[src/rtl/bp_me_wb_pkg.sv]
// -----------------------------------------------------------------------------
// bp_me_wb_pkg
//   Shared types and constants for the BP memory-endpoint Wishbone arbiter.
//   Contents:
//     state_e               arbiter FSM state {e_idle, e_busy}
//     wb_arb_max_masters_gp largest supported number of Wishbone masters
// -----------------------------------------------------------------------------
package bp_me_wb_pkg;

   typedef enum logic [0:0] {
      e_idle = 1'b0,
      e_busy = 1'b1
   } state_e;

   localparam int wb_arb_max_masters_gp = 8;

endpackage : bp_me_wb_pkg

[src/rtl/bsg_arb_round_robin.sv]
// -----------------------------------------------------------------------------
// bsg_arb_round_robin
//   Round-robin winner selection. The search starts at the priority pointer and
//   wraps; the pointer only moves when yumi_i accepts the current winner, and
//   then points just past that winner.
//   Ports:
//     clk_i      clock
//     reset_n_i  synchronous active-low reset (pointer returns to requester 0)
//     reqs_i     request vector
//     grants_o   one-hot winner (combinational), 0 when nothing requests
//     yumi_i     winner accepted this cycle; advance the pointer
// -----------------------------------------------------------------------------
module bsg_arb_round_robin #(
   parameter int width_p = 2
) (
   input  logic               clk_i,
   input  logic               reset_n_i,
   input  logic [width_p-1:0] reqs_i,
   output logic [width_p-1:0] grants_o,
   input  logic               yumi_i
);

   localparam int ptr_w_lp = (width_p > 1) ? $clog2(width_p) : 1;
   localparam logic [ptr_w_lp-1:0] last_lp = ptr_w_lp'(width_p - 1);

   logic [ptr_w_lp-1:0] ptr_q, ptr_d;
   logic [ptr_w_lp-1:0] idx, win;
   logic                found;

   always_comb begin
      grants_o = '0;
      found    = 1'b0;
      win      = '0;
      idx      = '0;
      for (int k = 0; k < width_p; k++) begin
         idx = ptr_w_lp'((int'(ptr_q) + k) % width_p);
         if (!found && reqs_i[idx]) begin
            found         = 1'b1;
            grants_o[idx] = 1'b1;
            win           = idx;
         end
      end
      ptr_d = (win == last_lp) ? '0 : win + ptr_w_lp'(1);
   end

   always_ff @(posedge clk_i) begin
      if (!reset_n_i) begin
         ptr_q <= '0;
      end else if (yumi_i && found) begin
         ptr_q <= ptr_d;
      end
   end

endmodule : bsg_arb_round_robin

[src/rtl/bsg_mux_one_hot.sv]
// -----------------------------------------------------------------------------
// bsg_mux_one_hot
//   AND-OR multiplexer keyed on a one-hot select. An all-zero select yields 0,
//   which the arbiter relies on to park the slave command at zero when idle.
//   Ports:
//     data_i         els_p packed inputs, element i at slice i
//     sel_one_hot_i  one-hot (or zero) select
//     data_o         selected element
// -----------------------------------------------------------------------------
module bsg_mux_one_hot #(
   parameter int width_p = 1,
   parameter int els_p   = 2
) (
   input  logic [els_p*width_p-1:0] data_i,
   input  logic [els_p-1:0]         sel_one_hot_i,
   output logic [width_p-1:0]       data_o
);

   always_comb begin
      data_o = '0;
      for (int i = 0; i < els_p; i++) begin
         if (sel_one_hot_i[i]) begin
            data_o = data_o | data_i[i*width_p +: width_p];
         end
      end
   end

endmodule : bsg_mux_one_hot

[src/rtl/bp_me_wb_arbiter.sv]
// -----------------------------------------------------------------------------
// bp_me_wb_arbiter
//   Shares one classic (single-beat, non-pipelined) Wishbone B4 slave port among
//   num_masters_p masters. Round-robin arbitration; a grant is held for the
//   whole WB cycle (while the grantee keeps cyc high) and at least one idle
//   cycle separates consecutive grants.
//
//   Optional feature: define BP_ME_WB_ARB_TIMEOUT_EN to add a stall watchdog
//   that errors out a transfer after timeout_cycles_p un-acked strobe cycles.
//
//   Ports:
//     clk_i, reset_n_i          clock, synchronous active-low reset
//     m_adr_i/m_dat_i/m_sel_i   packed master command fields, master i at slice i
//     m_we_i/m_cyc_i/m_stb_i    per-master control
//     m_dat_o                   slave read data broadcast to all masters
//     m_ack_o / m_err_o         per-master ack / error (error is 0 without watchdog)
//     s_adr_o..s_stb_o          slave command, muxed from the grantee
//     s_dat_i / s_ack_i         slave read data / ack
//     grant_o                   one-hot current grant
// -----------------------------------------------------------------------------
module bp_me_wb_arbiter
   import bp_me_wb_pkg::*;
#(
   parameter int num_masters_p    = 2,
   parameter int data_width_p     = 64,
   parameter int adr_width_p      = 37,
   parameter int timeout_cycles_p = 1024
) (
   input  logic                                  clk_i,
   input  logic                                  reset_n_i,
   input  logic [num_masters_p*adr_width_p-1:0]  m_adr_i,
   input  logic [num_masters_p*data_width_p-1:0] m_dat_i,
   input  logic [num_masters_p*(data_width_p/8)-1:0] m_sel_i,
   input  logic [num_masters_p-1:0]              m_we_i,
   input  logic [num_masters_p-1:0]              m_cyc_i,
   input  logic [num_masters_p-1:0]              m_stb_i,
   output logic [data_width_p-1:0]               m_dat_o,
   output logic [num_masters_p-1:0]              m_ack_o,
   output logic [num_masters_p-1:0]              m_err_o,
   output logic [adr_width_p-1:0]                s_adr_o,
   output logic [data_width_p-1:0]               s_dat_o,
   output logic [(data_width_p/8)-1:0]           s_sel_o,
   output logic                                  s_we_o,
   output logic                                  s_cyc_o,
   output logic                                  s_stb_o,
   input  logic [data_width_p-1:0]               s_dat_i,
   input  logic                                  s_ack_i,
   output logic [num_masters_p-1:0]              grant_o
);

   localparam int sel_width_lp = data_width_p / 8;
   // Per-master command bundle: {adr, dat, sel, we, cyc, stb}
   localparam int cmd_width_lp = adr_width_p + data_width_p + sel_width_lp + 3;

   state_e                              state_q, state_d;
   logic [num_masters_p-1:0]            grant_q, grant_d;
   logic [num_masters_p-1:0]            req;
   logic [num_masters_p-1:0]            rr_grants;
   logic                                rr_yumi;
   logic [num_masters_p*cmd_width_lp-1:0] cmd_flat;
   logic [cmd_width_lp-1:0]             cmd_sel;
   logic                                g_cyc, g_stb;
   logic                                timeout_fire;

   assign req = m_cyc_i & m_stb_i;

   // Winner selection; pointer advances only when a grant is actually taken.
   bsg_arb_round_robin #(
      .width_p (num_masters_p)
   ) u_rr (
      .clk_i     (clk_i),
      .reset_n_i (reset_n_i),
      .reqs_i    (req),
      .grants_o  (rr_grants),
      .yumi_i    (rr_yumi)
   );

   for (genvar i = 0; i < num_masters_p; i++) begin : g_cmd
      assign cmd_flat[i*cmd_width_lp +: cmd_width_lp] = {
         m_adr_i[i*adr_width_p +: adr_width_p],
         m_dat_i[i*data_width_p +: data_width_p],
         m_sel_i[i*sel_width_lp +: sel_width_lp],
         m_we_i[i], m_cyc_i[i], m_stb_i[i]
      };
   end

   // grant_q is zero in e_idle, so the muxed slave command is all-zero there.
   bsg_mux_one_hot #(
      .width_p (cmd_width_lp),
      .els_p   (num_masters_p)
   ) u_cmd_mux (
      .data_i        (cmd_flat),
      .sel_one_hot_i (grant_q),
      .data_o        (cmd_sel)
   );

   assign {s_adr_o, s_dat_o, s_sel_o, s_we_o, g_cyc, g_stb} = cmd_sel;
   assign s_stb_o = g_stb;
   assign m_dat_o = s_dat_i;
   assign grant_o = grant_q;

   // Ack is gated by the outgoing cyc/stb, which filters spurious slave acks
   // and acks arriving after the grantee abandoned its cycle.
   assign m_ack_o = grant_q & {num_masters_p{s_ack_i & s_cyc_o & s_stb_o}};

`ifdef BP_ME_WB_ARB_TIMEOUT_EN
   localparam int cnt_w_lp = ($clog2(timeout_cycles_p) + 1 > 10) ?
                             ($clog2(timeout_cycles_p) + 1) : 10;
   localparam logic [cnt_w_lp-1:0] cnt_last_lp = cnt_w_lp'(timeout_cycles_p - 1);

   logic [cnt_w_lp-1:0] cnt_q;

   // Held at zero while idle so it is clear on entry to e_busy.
   always_ff @(posedge clk_i) begin
      if (!reset_n_i) begin
         cnt_q <= '0;
      end else if ((state_q == e_idle) || s_ack_i) begin
         cnt_q <= '0;
      end else if (g_cyc && g_stb) begin
         cnt_q <= cnt_q + cnt_w_lp'(1);
      end
   end

   assign timeout_fire = (state_q == e_busy) && g_cyc && g_stb && !s_ack_i &&
                         (cnt_q == cnt_last_lp);
   assign m_err_o      = grant_q & {num_masters_p{timeout_fire}};
`else
   assign timeout_fire = 1'b0;
   assign m_err_o      = '0;
`endif

   always_comb begin
      state_d = state_q;
      grant_d = grant_q;
      rr_yumi = 1'b0;
      s_cyc_o = g_cyc;
      case (state_q)
         e_idle: begin
            if (|req) begin
               state_d = e_busy;
               grant_d = rr_grants;
               rr_yumi = 1'b1;
            end
         end
         e_busy: begin
            // Release always passes through e_idle, giving the one-cycle gap.
            if (!g_cyc) begin
               state_d = e_idle;
               grant_d = '0;
            end else if (timeout_fire) begin
               s_cyc_o = 1'b0;
               state_d = e_idle;
               grant_d = '0;
            end
         end
         default: begin
            state_d = e_idle;
            grant_d = '0;
         end
      endcase
   end

   always_ff @(posedge clk_i) begin
      if (!reset_n_i) begin
         state_q <= e_idle;
         grant_q <= '0;
      end else begin
         state_q <= state_d;
         grant_q <= grant_d;
      end
   end

   always_ff @(posedge clk_i) begin
      assert ((num_masters_p >= 2) && (num_masters_p <= wb_arb_max_masters_gp))
         else $error("num_masters_p out of range");
      assert ((data_width_p == 8) || (data_width_p == 16) ||
              (data_width_p == 32) || (data_width_p == 64))
         else $error("illegal data_width_p");
      assert (timeout_cycles_p >= 2)
         else $error("timeout_cycles_p too small");
      if (reset_n_i) begin
         assert ($onehot0(grant_q)) else $error("grant_o not onehot0");
      end
   end

endmodule : bp_me_wb_arbiter

[config.mk]
export PLATFORM = sky130hd
export DESIGN_NAME = bp_me_wb_arbiter
export DESIGN_NICKNAME = d
export VERILOG_FILES = /design/src/rtl/bp_me_wb_pkg.sv /design/src/rtl/bsg_arb_round_robin.sv /design/src/rtl/bsg_mux_one_hot.sv /design/src/rtl/bp_me_wb_arbiter.sv
export SDC_FILE = /design/constraint.sdc
export NUM_CORES = 1
export LEC_CHECK = 0
export ABC_AREA = 1
export CORE_AREA = 3 3 185 187
export DETAILED_ROUTE_END_ITERATION = 10
export DIE_AREA = 0 0 188 190
export PLACE_DENSITY_LB_ADDON = 0.1
export REMOVE_ABC_BUFFERS = 1
export SYNTH_ARGS = -nofsm -noshare
export SYNTH_HDL_FRONTEND = slang
export SYNTH_SLANG_ARGS = --single-unit
[constraint.sdc]
create_clock -name clk_i -period 1.57 [get_ports clk_i]
set_clock_uncertainty 0.05 [all_clocks]
set_input_delay 0.314 -clock clk_i [delete_from_list [all_inputs] [get_ports clk_i]]
set_output_delay 0.314 -clock clk_i [all_outputs]
set_load 0.01 [all_outputs]
==> out/qor.yml, run 1 <==
outcome:
  status: "finished, violations left"
  failed_checks: "setup timing"
worst_setup_path:
  worstPathArrival_ns: 1.39
  worstSetupEndpointType: "output port"
  worstSetupPathType: "reg -> out"
  critPathBufInv: 4
  crit_family: "buffers and inverters"
  cp_slowest_stage_delay_ns: 0.38
  slowest_stage: "dfxtp_4"
  path_cells: "buf_6, buf_12, buf_16, a22o_1, buf_2"
  worstPathRequired_ns: 1.21
  cp_max_fo: 7
  start_kind: "register"
timing:
  whs_ns: 0.437
  rsz0062_at_grt: "true"
  hold_viol: 0
  report.final.slew_viol_count: 0
  setup_viol: 99
  fmax_ghz: 0.570
  finalCriticalPeriod_ns: 1.75
  final_critical_path_setup_slack_ns: -0.184
  fin_crit_sh_pct: 112
  tns_ns: -9.65
cts:
  cts.path.max_buffers: 2
  postCtsHoldBufs: 0
  tritoncts: "done"
  numCtsBuffers: 3
  root_buffer: "clkbuf_16"
  clock_sinks: 4
  insertion_delay_ns: 0.22
  path_clk_slew_ns: 0.03
  htreeDepth: 1
grt:
  grt_usage_pct: 12.5
  grt_max_degree: 25
  met3_usage_pct: 9.45
  use_met2_pct: 18.9
  top_usage_layer: "met2"
  grt_overflow: 0
  antenna_found_initial: 0
  use_met1_pct: 14.4
  first_global_vias: 3540
  grt_pass1_wl_um: 30900
synthesis:
  synth_seq_cells: 4
  yosys.area.top_type: "a22o_1"
  ys_seq_area_share_pct: 4.20
  yosys_warnings: 0
  syn_area_per_cell_sq_um: 7.98
  syn_area_sq_um: 1910
  synth.distinct_cells: 16
  synth_top_area_share_pct: 50.5
  netlist_instances: 239
  synthTopCellsByArea: "a22o_1 (50%), buf_4 (28%), buf_6 (5.9%)"
cells_and_area:
  syn2layout_area_growth_pct: 206
  nNetsFinal: 834
  regArea_sq_um: 87.6
  n_antenna_cell: 0
  final_cell_count_no_fill: 983
  final_common_cell: "clkdlybuf4s50_1"
  fillCellCount: 3651
  drive_above_1_share_pct: 33.6
  final_cell_mix: "clkdlybuf4s50_1 (223), a22o_1 (104), buf_2 (79)"
  multiInputGateArea_sq_um: 1180
power_and_ir_drop:
  power_frac_seq_pct: 5.8
  internal_power_mw: 1.50
  pwr-share-clk_pct: 17.8
  p_leak_nw: 2.51
  p_sw_share_pct: 31.3
  combPwrFrac_pct: 76.3
  peakVddDrop_mv: 0.272
  p_switching_mw: 0.684
  p_per_area_nw_per_um2: 374
floorplanning:
  io_pins: 473
  die_y_um: 190
  start_util_pct: 5.85
  die_w_um: 188
  dieArea_sq_um: 35700
  rows: 66
  core_sq_um: 32600
drt:
  drt_wl_total_um: 24600
  drtAntennaViolNets: 0
  remaining_drc_errors: 0
  drt_first_iter_violations: 98
  vias: 3300
  via_per_inst: 3.36
  drt-wirelength-per-cell_um: 25.1
  dr.pass1.iters: 4
placed_design:
  port_buffers: 342
  dpl_worst_slack_ns: -0.506
  hpwl_um: 18500
  dp.cells: 945
  routabilityCongestion: 0.730
job:
  cap_violations: 0
worst_hold_path:
  hp-class: "reg -> reg"
-- cell families after synthesis --
family | after synthesis | synth area share [%]
AOI/OAI and AO/OA | 117 | 52.5
buffers and inverters | 97 | 38.4
and+or+nand+nor | 20 | 4.72
DFF | 4 | 4.20
other | 1 | 0.197
-- layout make-up --
cell class | count | share of cell area [%]
Multi-Input combinational cell | 139 | 20.2
Tap cell | 442 | 9.48
Clock buffer | 3 | 1.29
Timing Repair Buffer | 390 | 67.2
Inverter | 5 | 0.322
Sequential cell | 4 | 1.50
-- cell usage after synthesis (all sizes together) --
| cell type | instances |
|---|---|
| nand2 | 12 |
| o21ai | 3 |
| buf | 92 |
| dfxtp | 4 |
| a21oi | 4 |
| nand3 | 4 |
| nor2 | 4 |
| a22o | 110 |
| inv | 5 |
| conb | 1 |
-- per-layer routing --
metal | vias to the layer above | wire length [um]
met4 | 6 | 70
met5 | - | 266
met3 | 14 | 3880
met1 | 1517 | 9710
li1 | 1462 | -
met2 | 301 | 10700
-- worst paths after layout --
kind / startpoint / endpoint / slack (ns) / depth (start not counted)
setup / recovery: grant_o[1] / s_sel_o[7] / -0.18 / 5
hold / removal: register / register / 0.44 / 2
setup reg to reg: grant_o[1] / grant_o[0] / 0.43 / 5
hold reg to reg: register / register / 0.44 / 2
-- tightest hold or removal path, stage by stage (launching register included) --
cell and delay (ns):
dfxtp_1 0.30, o21ai_0 0.07, a21oi_1 0.06
-- through the flow --
step | util [%] | cell area, sq um | power [mW]
finish | 17.9 | 5830 | 2.18
global route | 17.9 | 5830 | 2.31
floorplan | - | 1200 | 0.516
detailed placement | 16.5 | 5380 | 1.64
global placement | 16.5 | 5380 | 1.65
CTS | 17.9 | 5830 | 2.22
-- power groups by stage --
stage	clock network [mW]	logic [mW]	registers, mW
detailed placement	0	1.52	0.122
floorplan	0	0.334	0.182
global route	0.405	1.78	0.129
CTS	0.400	1.70	0.126
finish	0.389	1.67	0.127
global placement	0	1.53	0.122
-- timing repair --
action                     CTS  global route
setup endpoints to repair  116           110
pin swaps                    4            10
setup buffers               18             7
resized for setup          502            41
cloned                      16             4
(Power assumes the default switching activity.)
==> inputs of run 2 (changes only) <==
- GPL_TIMING_DRIVEN: not set -> 0
- clock period: 1.57 -> 1.9 ns (I/O delays scaled with it)
==> run 2 against run 1 <==
The flow now finishes without violations; clock-buffer cell count up 1; first-iteration DRC count down 18%; flip-flop and latch count unchanged; largest cell class unchanged.
==> out/qor.yml, run 2 (same netlist as run 1, synthesis figures left out) <==
worst_setup_path:
  worstSetupPathType: "reg -> out"
  cp_slowest_stage_delay_ns: 0.35
  worstSetupEndpointType: "output port"
  path_cells: "buf_6, buf_12, buf_16, a22o_1, clkdlybuf4s15_2"
  slowest_stage: "dfxtp_4"
  worstPathRequired_ns: 1.47
  worstPathArrival_ns: 1.42
  r2r_slack_ns: 0.78
  r2r-start: "grant_o[0]"
  start_kind: "register"
  critPathLaunch: "grant_o[1]"
  cp_max_fo: 17
grt:
  grt_pass1_wl_um: 29700
  first_global_vias: 3456
  antenna_found_initial: 0
  grt_overflow: 0
  grt_usage_pct: 11.9
  grt_max_degree: 34
cts:
  clock_sinks: 4
  path_clk_slew_ns: 0.03
  htreeDepth: 1
  numCtsBuffers: 3
  postCtsHoldBufs: 0
  cts.path.max_buffers: 2
  tritoncts: "done"
  insertion_delay_ns: 0.22
  root_buffer: "clkbuf_16"
cells_and_area:
  n_antenna_cell: 0
  fillCellCount: 3719
  nNetsFinal: 810
  stdcell_area_sq_um: 5470
  multiInputGateArea_sq_um: 1110
  final_cell_count_no_fill: 960
  final_cell_mix: "clkdlybuf4s50_1 (222), a22o_1 (110), dlygate4sd2_1 (83)"
  regArea_sq_um: 87.6
  drive_above_1_share_pct: 13.5
  syn2layout_area_growth_pct: 187
  final_common_cell: "clkdlybuf4s50_1"
timing:
  final_critical_path_setup_slack_ns: 0.0454
  setup_viol: 0
  rsz0062_at_grt: "false"
  fmax_ghz: 0.539
  report.final.slew_viol_count: 0
  hold_viol: 0
  finalCriticalPeriod_ns: 1.85
  whs_ns: 0.458
  fin_crit_sh_pct: 97.6
placed_design:
  dpl_worst_slack_ns: -0.655
  port_buffers: 342
  hpwl_um: 18100
  routabilityCongestion: 0.765
  dp.cells: 934
  dpl_cell_area_sq_um: 5240
floorplanning:
  die_w_um: 188
  start_util_pct: 5.85
  io_pins: 473
  rows: 66
  core_sq_um: 32600
  dieArea_sq_um: 35700
  die_y_um: 190
worst_hold_path:
  hp-class: "reg -> reg"
drt:
  dr.pass1.iters: 4
  via_per_inst: 3.39
  drt_first_iter_violations: 80
  remaining_drc_errors: 0
  vias: 3255
  drt-wirelength-per-cell_um: 24.0
  drt_wl_total_um: 23000
  drtAntennaViolNets: 0
power_and_ir_drop:
  p_per_area_nw_per_um2: 301
  p_leak_nw: 2.45
  peakVddDrop_mv: 0.238
  total_power_mw: 1.65
job:
  cap_violations: 0
outcome:
  status: "finished clean"
==> run 2: critical path: cells and delay by family (launching register included) <==
kind / cells / cell delay (ns)
AO/OA/AOI/OAI: 1 / 0.21
buffers and inverters: 4 / 0.62
flip-flops: 1 / 0.35
==> run 2: repair_timing <==
item	in CTS	in global routing
setup endpoints to repair	116	7
cloned	4	0
gates resized for setup	224	7
buffers inserted	16	2
pin swaps	0	1
==> run 2: cell type report <==
class	count	area share, %
tap	442	10.1
clock buffer	4	1.44
inverter	5	0.343
multi-input combinational	139	20.2
sequential	4	1.60
timing repair buffer	366	66.3
==> run 2: power by group <==
group          total (mW)  internal [mW]  switching [mW]
sequential         0.0978         0.0895         0.00833
clock               0.339          0.277          0.0619
combinational        1.21          0.764           0.449
==> run 2: path summary, 6_finish.rpt <==
| check | to | cells past startpoint |
|---|---|---|
| min | register | 2 |
| max reg2reg | grant_o[0] | 6 |
| min reg2reg | register | 2 |
| max | s_dat_o[30] | 5 |
==> run 2: stage by stage <==
stage	util [%]	setup TNS, ns
after floorplan	-	-132.88
after global placement	15.9	-371.82
after detailed placement	16.1	-32.78
after CTS	16.7	-0.102
after global routing	16.8	0
final	16.8	0
==> run 2: metal layers <==
| layer | up-vias | global-route usage, % | part of all wire [%] |
|---|---|---|---|
| met1 | 1473 | 12.8 | 37 |
| met3 | 18 | 10.3 | 19 |
| met2 | 344 | 17.5 | 42 |
| li1 | 1412 | - | - |
| met4 | 8 | 0.952 | 0.54 |
| met5 | - | 9.20 | 2.0 |
